[src/rtl/wb_fabric_pkg.sv]
// rtl/wb_fabric_pkg.sv - shared types and constants for the Wishbone slave fabric
package wb_fabric_pkg;

    typedef enum logic [1:0] {
        ST_IDLE = 2'd0,
        ST_FWD  = 2'd1,
        ST_RESP = 2'd2
    } state_e;

    localparam logic [1:0] REG_STATUS  = 2'd0;
    localparam logic [1:0] REG_TOCOUNT = 2'd1;
    localparam logic [1:0] REG_ID      = 2'd2;
    localparam logic [1:0] REG_RSVD    = 2'd3;

    localparam logic [31:0] ERR_DATA   = 32'hBAD0_0000;
    localparam logic [15:0] TO_DATA_HI = 16'hDEAD;

    localparam int IDX_LSB = 16;
    localparam int IDX_W   = 4;

endpackage

[src/rtl/wb_fabric_regs.sv]
// rtl/wb_fabric_regs.sv - local status/id registers with sticky timeout flag and count
module wb_fabric_regs
    import wb_fabric_pkg::*;
#(
    parameter int NUM_SLAVES     = 3,
    parameter int TIMEOUT_CYCLES = 255
) (
    input  logic              clk,
    input  logic              rst_n,
    input  logic              acc_i,
    input  logic              we_i,
    input  logic [1:0]        off_i,
    input  logic              clr_bit_i,
    input  logic              to_set_i,
    input  logic [IDX_W-1:0]  to_idx_i,
    output logic [31:0]       rdat_o,
    output logic              irq_o
);

    logic              flag_q, flag_d;
    logic [15:0]       cnt_q, cnt_d;
    logic [IDX_W-1:0]  tidx_q, tidx_d;
    logic              clr;

    always_comb begin
        clr    = acc_i && we_i && (off_i == REG_STATUS) && clr_bit_i;
        flag_d = flag_q;
        cnt_d  = cnt_q;
        tidx_d = tidx_q;
        // a timeout landing in the same cycle as a clear must stay visible
        if (to_set_i) begin
            flag_d = 1'b1;
            tidx_d = to_idx_i;
            if (cnt_q != 16'hFFFF) begin
                cnt_d = cnt_q + 16'd1;
            end
        end else if (clr) begin
            flag_d = 1'b0;
        end
    end

    always_comb begin
        rdat_o = 32'h0;
        case (off_i)
            REG_STATUS:  rdat_o = {24'h0, tidx_q, 3'b000, flag_q};
            REG_TOCOUNT: rdat_o = {16'h0, cnt_q};
            REG_ID:      rdat_o = {8'h0, 8'(NUM_SLAVES), 16'(TIMEOUT_CYCLES)};
            REG_RSVD:    rdat_o = 32'h0;
            default:     rdat_o = 32'h0;
        endcase
    end

    always_ff @(posedge clk or negedge rst_n) begin
        if (!rst_n) begin
            flag_q <= 1'b0;
            cnt_q  <= 16'h0;
            tidx_q <= '0;
        end else begin
            flag_q <= flag_d;
            cnt_q  <= cnt_d;
            tidx_q <= tidx_d;
        end
    end

    assign irq_o = flag_q;

endmodule

[src/rtl/wb_slave_fabric.sv]
// rtl/wb_slave_fabric.sv - decodes master requests onto one of NUM_SLAVES slaves with timeout watchdog
module wb_slave_fabric
    import wb_fabric_pkg::*;
#(
    parameter int          NUM_SLAVES     = 3,
    parameter int          TIMEOUT_CYCLES = 255,
    parameter logic [7:0]  BASE_HI        = 8'h30
) (
    input  logic                     wb_clk_i,
    input  logic                     nrst,
    input  logic                     wbs_cyc_i,
    input  logic                     wbs_stb_i,
    input  logic                     wbs_we_i,
    input  logic [3:0]               wbs_sel_i,
    input  logic [31:0]              wbs_adr_i,
    input  logic [31:0]              wbs_dat_i,
    output logic                     wbs_ack_o,
    output logic [31:0]              wbs_dat_o,
    output logic [NUM_SLAVES-1:0]    s_cyc_o,
    output logic [NUM_SLAVES-1:0]    s_stb_o,
    output logic                     s_we_o,
    output logic [3:0]               s_sel_o,
    output logic [31:0]              s_adr_o,
    output logic [31:0]              s_dat_o,
    input  logic [NUM_SLAVES-1:0]    s_ack_i,
    input  logic [32*NUM_SLAVES-1:0] s_dat_i,
    output logic                     irq_o
);

    state_e                 state_q, state_d;
    logic [15:0]            cnt_q, cnt_d;
    logic [IDX_W-1:0]       idx_q, idx_d;
    logic                   ack_q, ack_d;
    logic [31:0]            dat_q, dat_d;
    logic [NUM_SLAVES-1:0]  stb_q, stb_d;
    logic                   we_q, we_d;
    logic [3:0]             sel_q, sel_d;
    logic [31:0]            adr_q, adr_d;
    logic [31:0]            wdat_q, wdat_d;

    logic [IDX_W-1:0]       req_idx;
    logic                   base_ok, is_local, is_slave;
    logic                   sel_ack, to_hit, loc_acc, to_set;
    logic [31:0]            sel_dat, loc_rdat;
    logic [NUM_SLAVES-1:0]  req_onehot;

    always_comb begin
        req_idx  = wbs_adr_i[IDX_LSB +: IDX_W];
        base_ok  = (wbs_adr_i[31:24] == BASE_HI);
        is_local = base_ok && (req_idx == '0);
        is_slave = base_ok && (req_idx != '0) && ({28'd0, req_idx} <= 32'(NUM_SLAVES));
        to_hit   = (cnt_q == 16'(TIMEOUT_CYCLES - 1));
        sel_ack  = 1'b0;
        sel_dat  = 32'h0;
        for (int k = 0; k < NUM_SLAVES; k++) begin
            req_onehot[k] = (req_idx == IDX_W'(k + 1));
            if (idx_q == IDX_W'(k + 1)) begin
                sel_ack = s_ack_i[k];
                sel_dat = s_dat_i[32*k +: 32];
            end
        end
    end

    always_comb begin
        state_d = state_q;
        cnt_d   = cnt_q;
        idx_d   = idx_q;
        ack_d   = 1'b0;
        dat_d   = dat_q;
        stb_d   = stb_q;
        we_d    = we_q;
        sel_d   = sel_q;
        adr_d   = adr_q;
        wdat_d  = wdat_q;
        loc_acc = 1'b0;
        to_set  = 1'b0;
        case (state_q)
            ST_IDLE: begin
                if (wbs_cyc_i && wbs_stb_i) begin
                    we_d   = wbs_we_i;
                    sel_d  = wbs_sel_i;
                    adr_d  = wbs_adr_i;
                    wdat_d = wbs_dat_i;
                    idx_d  = req_idx;
                    if (is_slave) begin
                        state_d = ST_FWD;
                        stb_d   = req_onehot;
                        cnt_d   = 16'h0;
                    end else begin
                        state_d = ST_RESP;
                        ack_d   = 1'b1;
                        loc_acc = is_local;
                        dat_d   = is_local ? loc_rdat : ERR_DATA;
                    end
                end
            end
            ST_FWD: begin
                // abort beats ack, and ack beats the watchdog
                if (!wbs_cyc_i) begin
                    state_d = ST_IDLE;
                    stb_d   = '0;
                end else if (sel_ack) begin
                    state_d = ST_RESP;
                    ack_d   = 1'b1;
                    dat_d   = sel_dat;
                    stb_d   = '0;
                end else if (to_hit) begin
                    state_d = ST_RESP;
                    ack_d   = 1'b1;
                    dat_d   = {TO_DATA_HI, 12'h000, idx_q};
                    stb_d   = '0;
                    to_set  = 1'b1;
                end else begin
                    cnt_d = cnt_q + 16'd1;
                end
            end
            ST_RESP: begin
                state_d = ST_IDLE;
                dat_d   = 32'h0;
            end
            default: begin
                state_d = ST_IDLE;
                stb_d   = '0;
            end
        endcase
    end

    always_ff @(posedge wb_clk_i or negedge nrst) begin
        if (!nrst) begin
            state_q <= ST_IDLE;
            cnt_q   <= 16'h0;
            idx_q   <= '0;
            ack_q   <= 1'b0;
            dat_q   <= 32'h0;
            stb_q   <= '0;
            we_q    <= 1'b0;
            sel_q   <= 4'h0;
            adr_q   <= 32'h0;
            wdat_q  <= 32'h0;
        end else begin
            state_q <= state_d;
            cnt_q   <= cnt_d;
            idx_q   <= idx_d;
            ack_q   <= ack_d;
            dat_q   <= dat_d;
            stb_q   <= stb_d;
            we_q    <= we_d;
            sel_q   <= sel_d;
            adr_q   <= adr_d;
            wdat_q  <= wdat_d;
        end
    end

    wb_fabric_regs #(
        .NUM_SLAVES     (NUM_SLAVES),
        .TIMEOUT_CYCLES (TIMEOUT_CYCLES)
    ) u_regs (
        .clk       (wb_clk_i),
        .rst_n     (nrst),
        .acc_i     (loc_acc),
        .we_i      (wbs_we_i),
        .off_i     (wbs_adr_i[3:2]),
        .clr_bit_i (wbs_dat_i[0] & wbs_sel_i[0]),
        .to_set_i  (to_set),
        .to_idx_i  (idx_q),
        .rdat_o    (loc_rdat),
        .irq_o     (irq_o)
    );

    assign wbs_ack_o = ack_q;
    assign wbs_dat_o = dat_q;
    assign s_cyc_o   = stb_q;
    assign s_stb_o   = stb_q;
    assign s_we_o    = we_q;
    assign s_sel_o   = sel_q;
    assign s_adr_o   = adr_q;
    assign s_dat_o   = wdat_q;

endmodule

[config.mk]
export PLATFORM = sky130hd
export DESIGN_NAME = wb_slave_fabric
export DESIGN_NICKNAME = d
export VERILOG_FILES = /design/src/rtl/wb_fabric_pkg.sv /design/src/rtl/wb_fabric_regs.sv /design/src/rtl/wb_slave_fabric.sv
export SDC_FILE = /design/constraint.sdc
export NUM_CORES = 1
export LEC_CHECK = 0
export CORE_ASPECT_RATIO = 0.5
export CORE_MARGIN = 4
export CORE_UTILIZATION = 45
export DETAILED_ROUTE_END_ITERATION = 10
export PLACE_DENSITY = 0.81
export SLEW_MARGIN = 25
export SYNTH_ARGS = -nofsm -noshare
export SYNTH_HDL_FRONTEND = slang
export SYNTH_SLANG_ARGS = --single-unit
[constraint.sdc]
create_clock -name wb_clk_i -period 3.1 [get_ports wb_clk_i]
set_input_delay 0.31 -clock wb_clk_i [delete_from_list [all_inputs] [get_ports wb_clk_i]]
set_output_delay 0.31 -clock wb_clk_i [all_outputs]
set_load 0.05 [all_outputs]
* Word-level counts from Yosys, hierarchy flattened
Index checks and enable logic that the tools add are counted.
Word-level totals: ROM bits 0, flip-flop bits (word level) 148, memory bits (writable) 0, memories kept 0, bits in latches 0, word-level logic and storage cells 106, input port bits 172, output and inout port bits 109
Operators by class: div/mod/pow operators 0, order comparisons 1, equality and inequality tests 22, bitwise operators 2, reduce and logical (&&, ||, !) cells 20, add/subtract/negate cells 2, multipliers 0, multiplexer cells 46, shifts and indexed selects 0
Operators with widths (count):
- two-way mux 32 bit | 9
- one-hot mux 32 bit (4 select lines) | 1
- one-hot mux 32 bit (3 select lines) | 1
- two-way mux 16 bit | 5
- adder 16 x 1 -> 16 bit, second input constant | 2
- one-hot mux 16 bit (2 select lines) | 1
- equality test 16 x 8 -> 1 bit, second input constant | 1
- equality test 4 x 2 -> 1 bit, second input constant | 4
- two-way mux 1 bit | 16
- inequality test 16 bit, second input constant | 1
- two-way mux 3 bit | 5
- inequality test 2 bit, second input constant | 6
- two-way mux 2 bit | 5
- one-hot mux 3 bit (3 select lines) | 1
- equality test 4 x 1 -> 1 bit, second input constant | 2
- equality test 8 x 6 -> 1 bit, second input constant | 1
- logical AND 1 bit | 7
- equality test 2 bit, second input constant | 3
- AND reduction 2 bit | 3
- AND reduction 6 bit | 1
- AND reduction 5 bit | 1
- equality test 2 x 1 -> 1 bit, second input constant | 2
- <= comparator 4 x 2 -> 1 bit, second input constant | 1
- logical NOT 2 bit | 2
- 11 further kinds | 12

* Depth between registers and ports, before layout
Gate-level depths: netlist (run 1).
depth after elaboration 11, mapped depth 8, gate-level depth less buffers 7

* Hierarchy
Synthesis (run 1) repeated with hierarchy kept, for this count alone.
Second synthesis, totals: cells, all modules 855, area total of the unflattened synthesis 7718.7 um2
By module, submodules not included:
- wb_slave_fabric | instances 1, cells each 718, area each 6418.7 um2, seq. area each 3078.0 um2
- wb_fabric_regs | instances 1, cells each 137, area each 1300.0 um2, seq. area each 525.5 um2

* Worst setup path after synthesis (run 1)
Ideal clock, no wire load.
kind reg2reg, from reg idx_q[1], to reg dat_q[10] (netlist: wbs_dat_o[10]), setup time 125 ps, period minus slack after synthesis 2529 ps, arrival 2404 ps, required time 2975 ps, setup slack 571 ps, path buffers 2, stages on the path, launching flop included 8, cells stage by stage dfrtp_1 buf_4 mux2i_1 a211oi_4 nor3_2 a2111oi_4 buf_6 mux2_4
On the way: word-level cells in the longest chain between the ends 7, elaborated cells on any way between the ends 14, those cells by class eq/ne (4); mux (9); reduce/logical (1)
RTL lines:
- from (decl) | RTL line wb_slave_fabric.sv:32 | logic [IDX_W-1:0] idx_q, idx_d;
- from (signal assigned) | RTL line wb_slave_fabric.sv:143 | idx_q <= idx_d;
- equality test 4 x 1 -> 1 bit | RTL line wb_slave_fabric.sv:57 | if (idx_q == IDX_W'(k + 1)) begin
- two-way mux 32 bit or two-way mux 1 bit (tied branches) (3 in a row) | RTL line wb_slave_fabric.sv:57
- two-way mux 32 bit | RTL line wb_slave_fabric.sv:102 | end else if (sel_ack) begin
- two-way mux 32 bit | RTL line wb_slave_fabric.sv:99 | if (!wbs_cyc_i) begin
- one-hot mux 32 bit (3 select lines) | RTL line wb_slave_fabric.sv:77 | case (state_q)
- to (signal assigned) | RTL line wb_slave_fabric.sv:145 | dat_q <= dat_d;
- to (decl) | RTL line wb_slave_fabric.sv:34 | logic [31:0] dat_q, dat_d;
Several ways; a longest one is shown, not always the timed one. The select of a mux whose other input is x is not followed. A chain may end at the register's enable or synchronous reset.

* Final worst setup path (run 1)
from reg state_q[1], to reg u_regs.cnt_q[1]
On the way: word-level cells in the longest chain between the ends 3
RTL lines:
- from (decl) | RTL line wb_slave_fabric.sv:30 | state_e state_q, state_d;
- from (signal assigned) | RTL line wb_slave_fabric.sv:141 | state_q <= state_d;
- equality test 2 x 1 -> 1 bit | RTL line wb_slave_fabric.sv:77
- two-way mux 1 bit | RTL line wb_slave_fabric.sv:77
- AND reduction 2 bit (no source line)
- to (signal assigned) | RTL line wb_fabric_regs.sv:60 | cnt_q <= cnt_d;
- to (decl) | RTL line wb_fabric_regs.sv:21 | logic [15:0] cnt_q, cnt_d;
Every way passes these cells.

==> results.txt, run 1 <==
Clock Power Share -> 0.197
share of cells above drive strength 1 -> 0.202
CTS Sinks -> 144
placed cell count -> 1158
wire length per cell -> 19.9 um
number of gates resized after cts -> 0
min-delay worst type -> input port to async pin
Reg area -> 3600 sq um
drt drc -> 0
Tcrit/Tclk final -> 0.888
Pwr Total -> 10.2 mW
Seq cells post-synth -> 144
area of the core -> 16500 sq um
clk root buf -> clkbuf_16
most frequent cells in the layout -> clkdlybuf4s50_1 (279), dfrtp_1 (143), mux2_2 (98)
CP Data Arrival Time -> 3.05 ns
Die W -> 192 um
RSZ-0062 raised after global routing -> false
Post-synth EDFFs -> 0
LEAKAGE -> 4.71 nW
maximum VDD drop -> 0.000830 V
Layout Cells excl Fill -> 1190
Worst setup EP type -> register
Worst Clk Skew -> 0.0113 ns
CP Data Required Time -> 3.40 ns
IO buf count -> 280
fin util -> 0.683
largest net degree at the start of global routing -> 82
Mapped Avg Cell Area -> 11.2 sq um
startpoint class of the critical path -> register
Synth top area share -> 0.472
worst-margin pin slew -> 0.869 ns
Inserted Diodes -> 0
Max-slew headroom -> 0.419
drt total wl -> 23.7 mm
status -> finished clean
H-tree depth -> 4
ys async rst share -> 1.00
max-slew violations -> 0
final worst setup slack -> 0.348 ns
Fmax achieved -> 363 MHz
GR Overflow Total -> 0
Synthesis Warnings -> 0
first-pass GRT wire length -> 37.0 mm
clock-pin slew on the worst setup and hold paths -> 0.07 ns
Worst Path Max Fanout -> 20
Layout Nets -> 1130
Area growth syn-to-layout -> 47.7%
vias in the first global route -> 6993
DPL Wire Length -> 17.5 mm
Post-Place Cell Area -> 10700 sq um
setup bufs post-CTS -> 0
CP Class -> register to register
CTS tree -> done
mapped cell area -> 7630 sq um
Internal -> 5.70 mW
cts hold-fix bufs -> 1
Routed Antenna Nets -> 0
combinational power share -> 0.537
GRT Total Usage -> 0.244
initial core utilization -> 0.462
later-pin clock latency in the skew report -> 0.42 ns
setup TNS -> 0 ns
CTS buffer count -> 17
P_sw -> 4.50 mW
Detailed Route Iter0 Violations -> 517
pre-CTS setup slack -> 0.282 ns
DRT Pass-1 Iters -> 4
dominant cells by area after synthesis -> dfrtp_1 (47%), mux2_2 (14%), mux2_4 (5.9%)
Max Cap Viol -> 0
Hold Fails Final Rpt -> 0
Final Critical Period -> 2.75 ns
sequential power share -> 0.266
Post-Synthesis Cells -> 680
worst hold margin -> 0.480 ns
Max Buffers Root-to-Sink -> 2
vias per std cell -> 5.66
commonest non-fill, non-tap cell in the layout -> clkdlybuf4s50_1
Sw Ratio -> 0.441
Top Ports -> 281
routability cong. -> 0.865
Yosys cell types -> 56
PwrDens -> 905 nW/um^2
syn nets -> 859
DIE AREA -> 19200 sq um
setup violators final -> 0
Synth Flop Type -> dfrtp_1
num rows -> 33
cell area after layout -> 11300 sq um
initial antenna violation count -> 0
vias after detailed routing -> 6736
Die H -> 100 um
sequential share of the synthesized area -> 0.472
fillers -> 1197
Synth area leader -> dfrtp_1
area of the multi-input gates -> 3770 sq um
-- layer usage --
metal  global-route usage  vias up  part of all wire
met5                    0        -                 0
met4               0.0772        0             0.022
met3               0.0441       41             0.044
met2                0.430      219              0.52
met1                0.308     3407              0.42
li1                     -     3069                 -
-- synth_stat cells (all sizes together) (2+ instances only) --
master   number
buf          14
a22o         13
a21oi        38
a211oi        4
nand2        22
nor4          3
a31oi         3
dfrtp       144
nor3b         3
nand2b        3
clkbuf       38
a22oi        18
nand4        22
nor2         48
and4          6
mux2i         3
mux2        128
o21ai        15
and2          7
inv          11
o2bb2ai       8
o211ai        6
or3           3
xnor2        13
a221o         5
a31o          2
nor3         22
nor4b         2
and3         10
ha            7
a211o         3
o22ai        10
nand3        22
nand4b        2
o311ai        4
nor2b         5
-- sequential cells by signal, summed over array words and instances, names as in the netlist --
signal / count
s_adr_o: 29
s_cyc_o: 3
s_sel_o: 4
u_regs.tidx_q: 4
idx_q: 3
s_dat_o: 32
wbs_dat_o: 32
wbs_ack_o: 1
state_q: 2
u_regs.irq_o: 1
u_regs.cnt_q: 16
cnt_q: 16
s_we_o: 1
-- area by class of cell --
type	count	share of cell area
Clock buffer	18	0.0381
Clock inverter	13	0.0123
Inverter	11	0.00366
Multi-Input combinational cell	473	0.334
Sequential cell	144	0.320
Tap cell	227	0.0252
Timing Repair Buffer	304	0.267
-- power by group through the flow --
stage	Combinational [mW]	Clock (mW)	Sequential (mW)
floorplan	1.73	0	4.55
global placement	5.40	0	2.69
detailed placement	5.46	0	2.74
CTS	5.50	2.03	2.71
global route	5.70	2.12	2.77
finish	5.48	2.01	2.71
-- kinds of logic (layout without fill, tap and decap cells) --
logic type	Yosys count	in the layout	synth area share
fa+ha+maj	7	7	0.0115
compound gates	137	137	0.127
flops	144	144	0.472
xor+xnor	13	13	0.0149
simple gates	185	185	0.129
buf+inv	63	346	0.0372
mux	131	131	0.208
-- worst max-delay path, stage by stage (launching register included) --
cell,delay (ns)
dfrtp_1,0.42
inv_1,0.09
ha_1,0.60
nand2_1,0.30
nor4_2,0.48
buf_4,0.32
nand2_1,0.12
mux2_2,0.29
-- path summary, 6_finish.rpt --
path                               startpoint               to  slack, ns  cells after the start
worst max-delay path               state_q[1]  u_regs.cnt_q[1]       0.35                      7
worst min-delay path                     nrst      s_dat_o[13]       0.48                      2
worst max register to register     state_q[1]  u_regs.cnt_q[1]       0.35                      7
worst min register to register    s_dat_o[31]      s_dat_o[31]       0.50                      1
max in group asynchronous                nrst       s_dat_o[3]       1.78                      3
min in group wb_clk_i           wbs_dat_i[13]      s_dat_o[13]       0.50                      2
No activity file was read; power rests on OpenSTA's default activity.
==> inputs of run 2 (changes only) <==
--- a/config.mk
+++ b/config.mk
@@ -9,6 +9,7 @@
 export CORE_MARGIN = 4
 export CORE_UTILIZATION = 45
 export DETAILED_ROUTE_END_ITERATION = 10
+export GPL_TIMING_DRIVEN = 0
 export PLACE_DENSITY = 0.81
 export SLEW_MARGIN = 25
 export SYNTH_ARGS = -nofsm -noshare
==> run 2 against run 1 <==
Net effect: global-route usage rose by 1.5 points; clock power rose by 3%; critical path depth rose by 1; highest routed layer unchanged; largest power group unchanged; die area did not move; largest cell class unchanged; count of clock-buffer cells in the layout did not move.
==> results.txt, run 2 (synthesis results as in run 1) <==
status -> finished clean
Top Ports -> 281
routability cong. -> 0.878
most frequent cells in the layout -> clkdlybuf4s50_1 (279), dfrtp_1 (144), mux2_2 (98)
first-pass GRT wire length -> 39.0 mm
startpoint class of the critical path -> register
initial antenna violation count -> 1
fillers -> 1241
Clock Power Share -> 0.201
Internal -> 5.66 mW
setup violators final -> 0
clock-pin slew on the worst setup and hold paths -> 0.07 ns
Routed Antenna Nets -> 0
wire length per cell -> 20.3 um
GRT Total Usage -> 0.259
clk root buf -> clkbuf_16
IO buf count -> 280
area of the core -> 16500 sq um
P_sw -> 4.63 mW
Worst Setup SP -> state_q[1]
FF-to-FF setup slack -> 0.27 ns
LEAKAGE -> 4.72 nW
drt drc -> 0
DIE AREA -> 19200 sq um
Die H -> 100 um
Sw Ratio -> 0.450
DRT Pass-1 Iters -> 5
vias in the first global route -> 7288
share of cells above drive strength 1 -> 0.182
drt total wl -> 24.8 mm
vias per std cell -> 5.68
Max-slew headroom -> 0.478
sequential power share -> 0.263
Max Buffers Root-to-Sink -> 2
CTS tree -> done
combinational power share -> 0.537
r2r worst-path depth -> 8
later-pin clock latency in the skew report -> 0.43 ns
Detailed Route Iter0 Violations -> 500
r2r startpoint -> state_q[1]
Layout Nets -> 1160
maximum VDD drop -> 0.000701 V
H-tree depth -> 4
Area growth syn-to-layout -> 48.7%
final worst setup slack -> 0.274 ns
R2R Path End -> u_regs.cnt_q[15]
max-slew violations -> 0
Max Cap Viol -> 0
pre-CTS setup slack -> 0.269 ns
Worst Clk Skew -> 0.0108 ns
PwrDens -> 906 nW/um^2
commonest non-fill, non-tap cell in the layout -> clkdlybuf4s50_1
CTS Sinks -> 144
worst-margin pin slew -> 0.783 ns
GR Overflow Total -> 0
RSZ-0062 raised after global routing -> false
min-delay worst type -> input port to async pin
Final Critical Period -> 2.83 ns
Fmax achieved -> 354 MHz
worst hold margin -> 0.425 ns
Setup crit end -> u_regs.cnt_q[15]
Worst setup EP type -> register
Hold Fails Final Rpt -> 0
CP Data Arrival Time -> 3.14 ns
CP Data Required Time -> 3.41 ns
vias after detailed routing -> 6936
largest net degree at the start of global routing -> 78
Die W -> 192 um
CP Class -> register to register
Worst Path Max Fanout -> 10
Tcrit/Tclk final -> 0.912
DPL Wire Length -> 18.7 mm
setup TNS -> 0 ns
CTS buffer count -> 17
num rows -> 33
initial core utilization -> 0.462
==> run 2: cell count changes in the layout (fill, tap and decap cells not counted), sizes merged <==
cell / previous run / this run
clkbuf: 18 / 56
buf: 24 / 16
inv: 13 / 18
clkinv: 7 / 4
bufinv: 2 / 1
diode: 0 / 1
==> run 2: cell type report <==
class	count	area [sq um]	area share
Multi-Input combinational cell	473	3740	0.330
Sequential cell	144	3600	0.317
Timing Repair Buffer	282	2850	0.251
Clock buffer	18	439	0.0387
Tap cell	227	284	0.0250
Buffer	52	243	0.0214
Clock inverter	14	148	0.0130
Inverter	11	41.3	0.00364
Antenna cell	1	2.50	0.000220
==> run 2: how the worst min path moves through the flow <==
stage	start	end	slack, ns
floorplan	nrst	cnt_q[0]	0.01
global placement	s_adr_o[5]	s_adr_o[5]	0.49
detailed placement	nrst	s_dat_o[16]	0.31
CTS	nrst	s_dat_o[14]	0.46
global route	nrst	wbs_ack_o	0.48
finish	nrst	wbs_ack_o	0.42
==> run 2: metal layers <==
| layer | share of wire | vias up | global-route usage |
|---|---|---|---|
| li1 | - | 3122 | - |
| met1 | 0.41 | 3491 | 0.332 |
| met2 | 0.51 | 280 | 0.443 |
| met3 | 0.057 | 43 | 0.0532 |
| met4 | 0.022 | 0 | 0.0854 |
| met5 | 0 | - | 0 |
==> run 2: power groups by stage <==
stage                     Combinational, mW  Clock, mW  Sequential, mW
after floorplan                        1.73          0            4.55
after global placement                 5.41          0            2.69
after detailed placement               5.50          0            2.73
after CTS                              5.52       2.09            2.70
after global routing                   5.75       2.19            2.77
final                                  5.52       2.07            2.70
==> run 2: stage by stage <==
| step | power (mW) | area (sq um) | utilization | std cells |
|---|---|---|---|---|
| 5_1_grt | 10.7 | 11400 | 0.687 | 1222 |
| 4_1_cts | 10.3 | 11300 | 0.687 | 1221 |
| 3_5_place_dp | 8.23 | 10800 | 0.651 | 1188 |
| 6_report | 10.3 | 11400 | 0.687 | 1222 |
| 3_3_place_gp | 8.11 | 10700 | 0.649 | 1187 |
| 2_1_floorplan | 6.28 | 7630 | - | 680 |
==> run 2: worst max-delay path, cell delays in order, from the launching register on <==
cell,delay (ns)
dfrtp_1,0.43
inv_1,0.10
ha_1,0.14
clkbuf_1,0.36
nand2_1,0.24
nor4_1,0.65
buf_2,0.37
nand4_1,0.14
mux2_2,0.29
==> run 2: timing repair <==
item / in CTS / in global routing
setup buffers: 0 / 0
endpoints found under the setup margin: 0 / 0
hold buffers: 1 / 0
hold endpoints to repair: 67 / 0
resized for setup: 0 / 0
==> inputs of run 3 (changes only) <==
--- a/config.mk
+++ b/config.mk
@@ -5,6 +5,7 @@
 export SDC_FILE = /design/constraint.sdc
 export NUM_CORES = 1
 export LEC_CHECK = 0
+export ABC_CLOCK_PERIOD_IN_PS = 3100
 export CORE_ASPECT_RATIO = 0.5
 export CORE_MARGIN = 4
 export CORE_UTILIZATION = 45
==> results of run 3 <==
No change in the layout: final DEF, timing and power equal those of run 2.
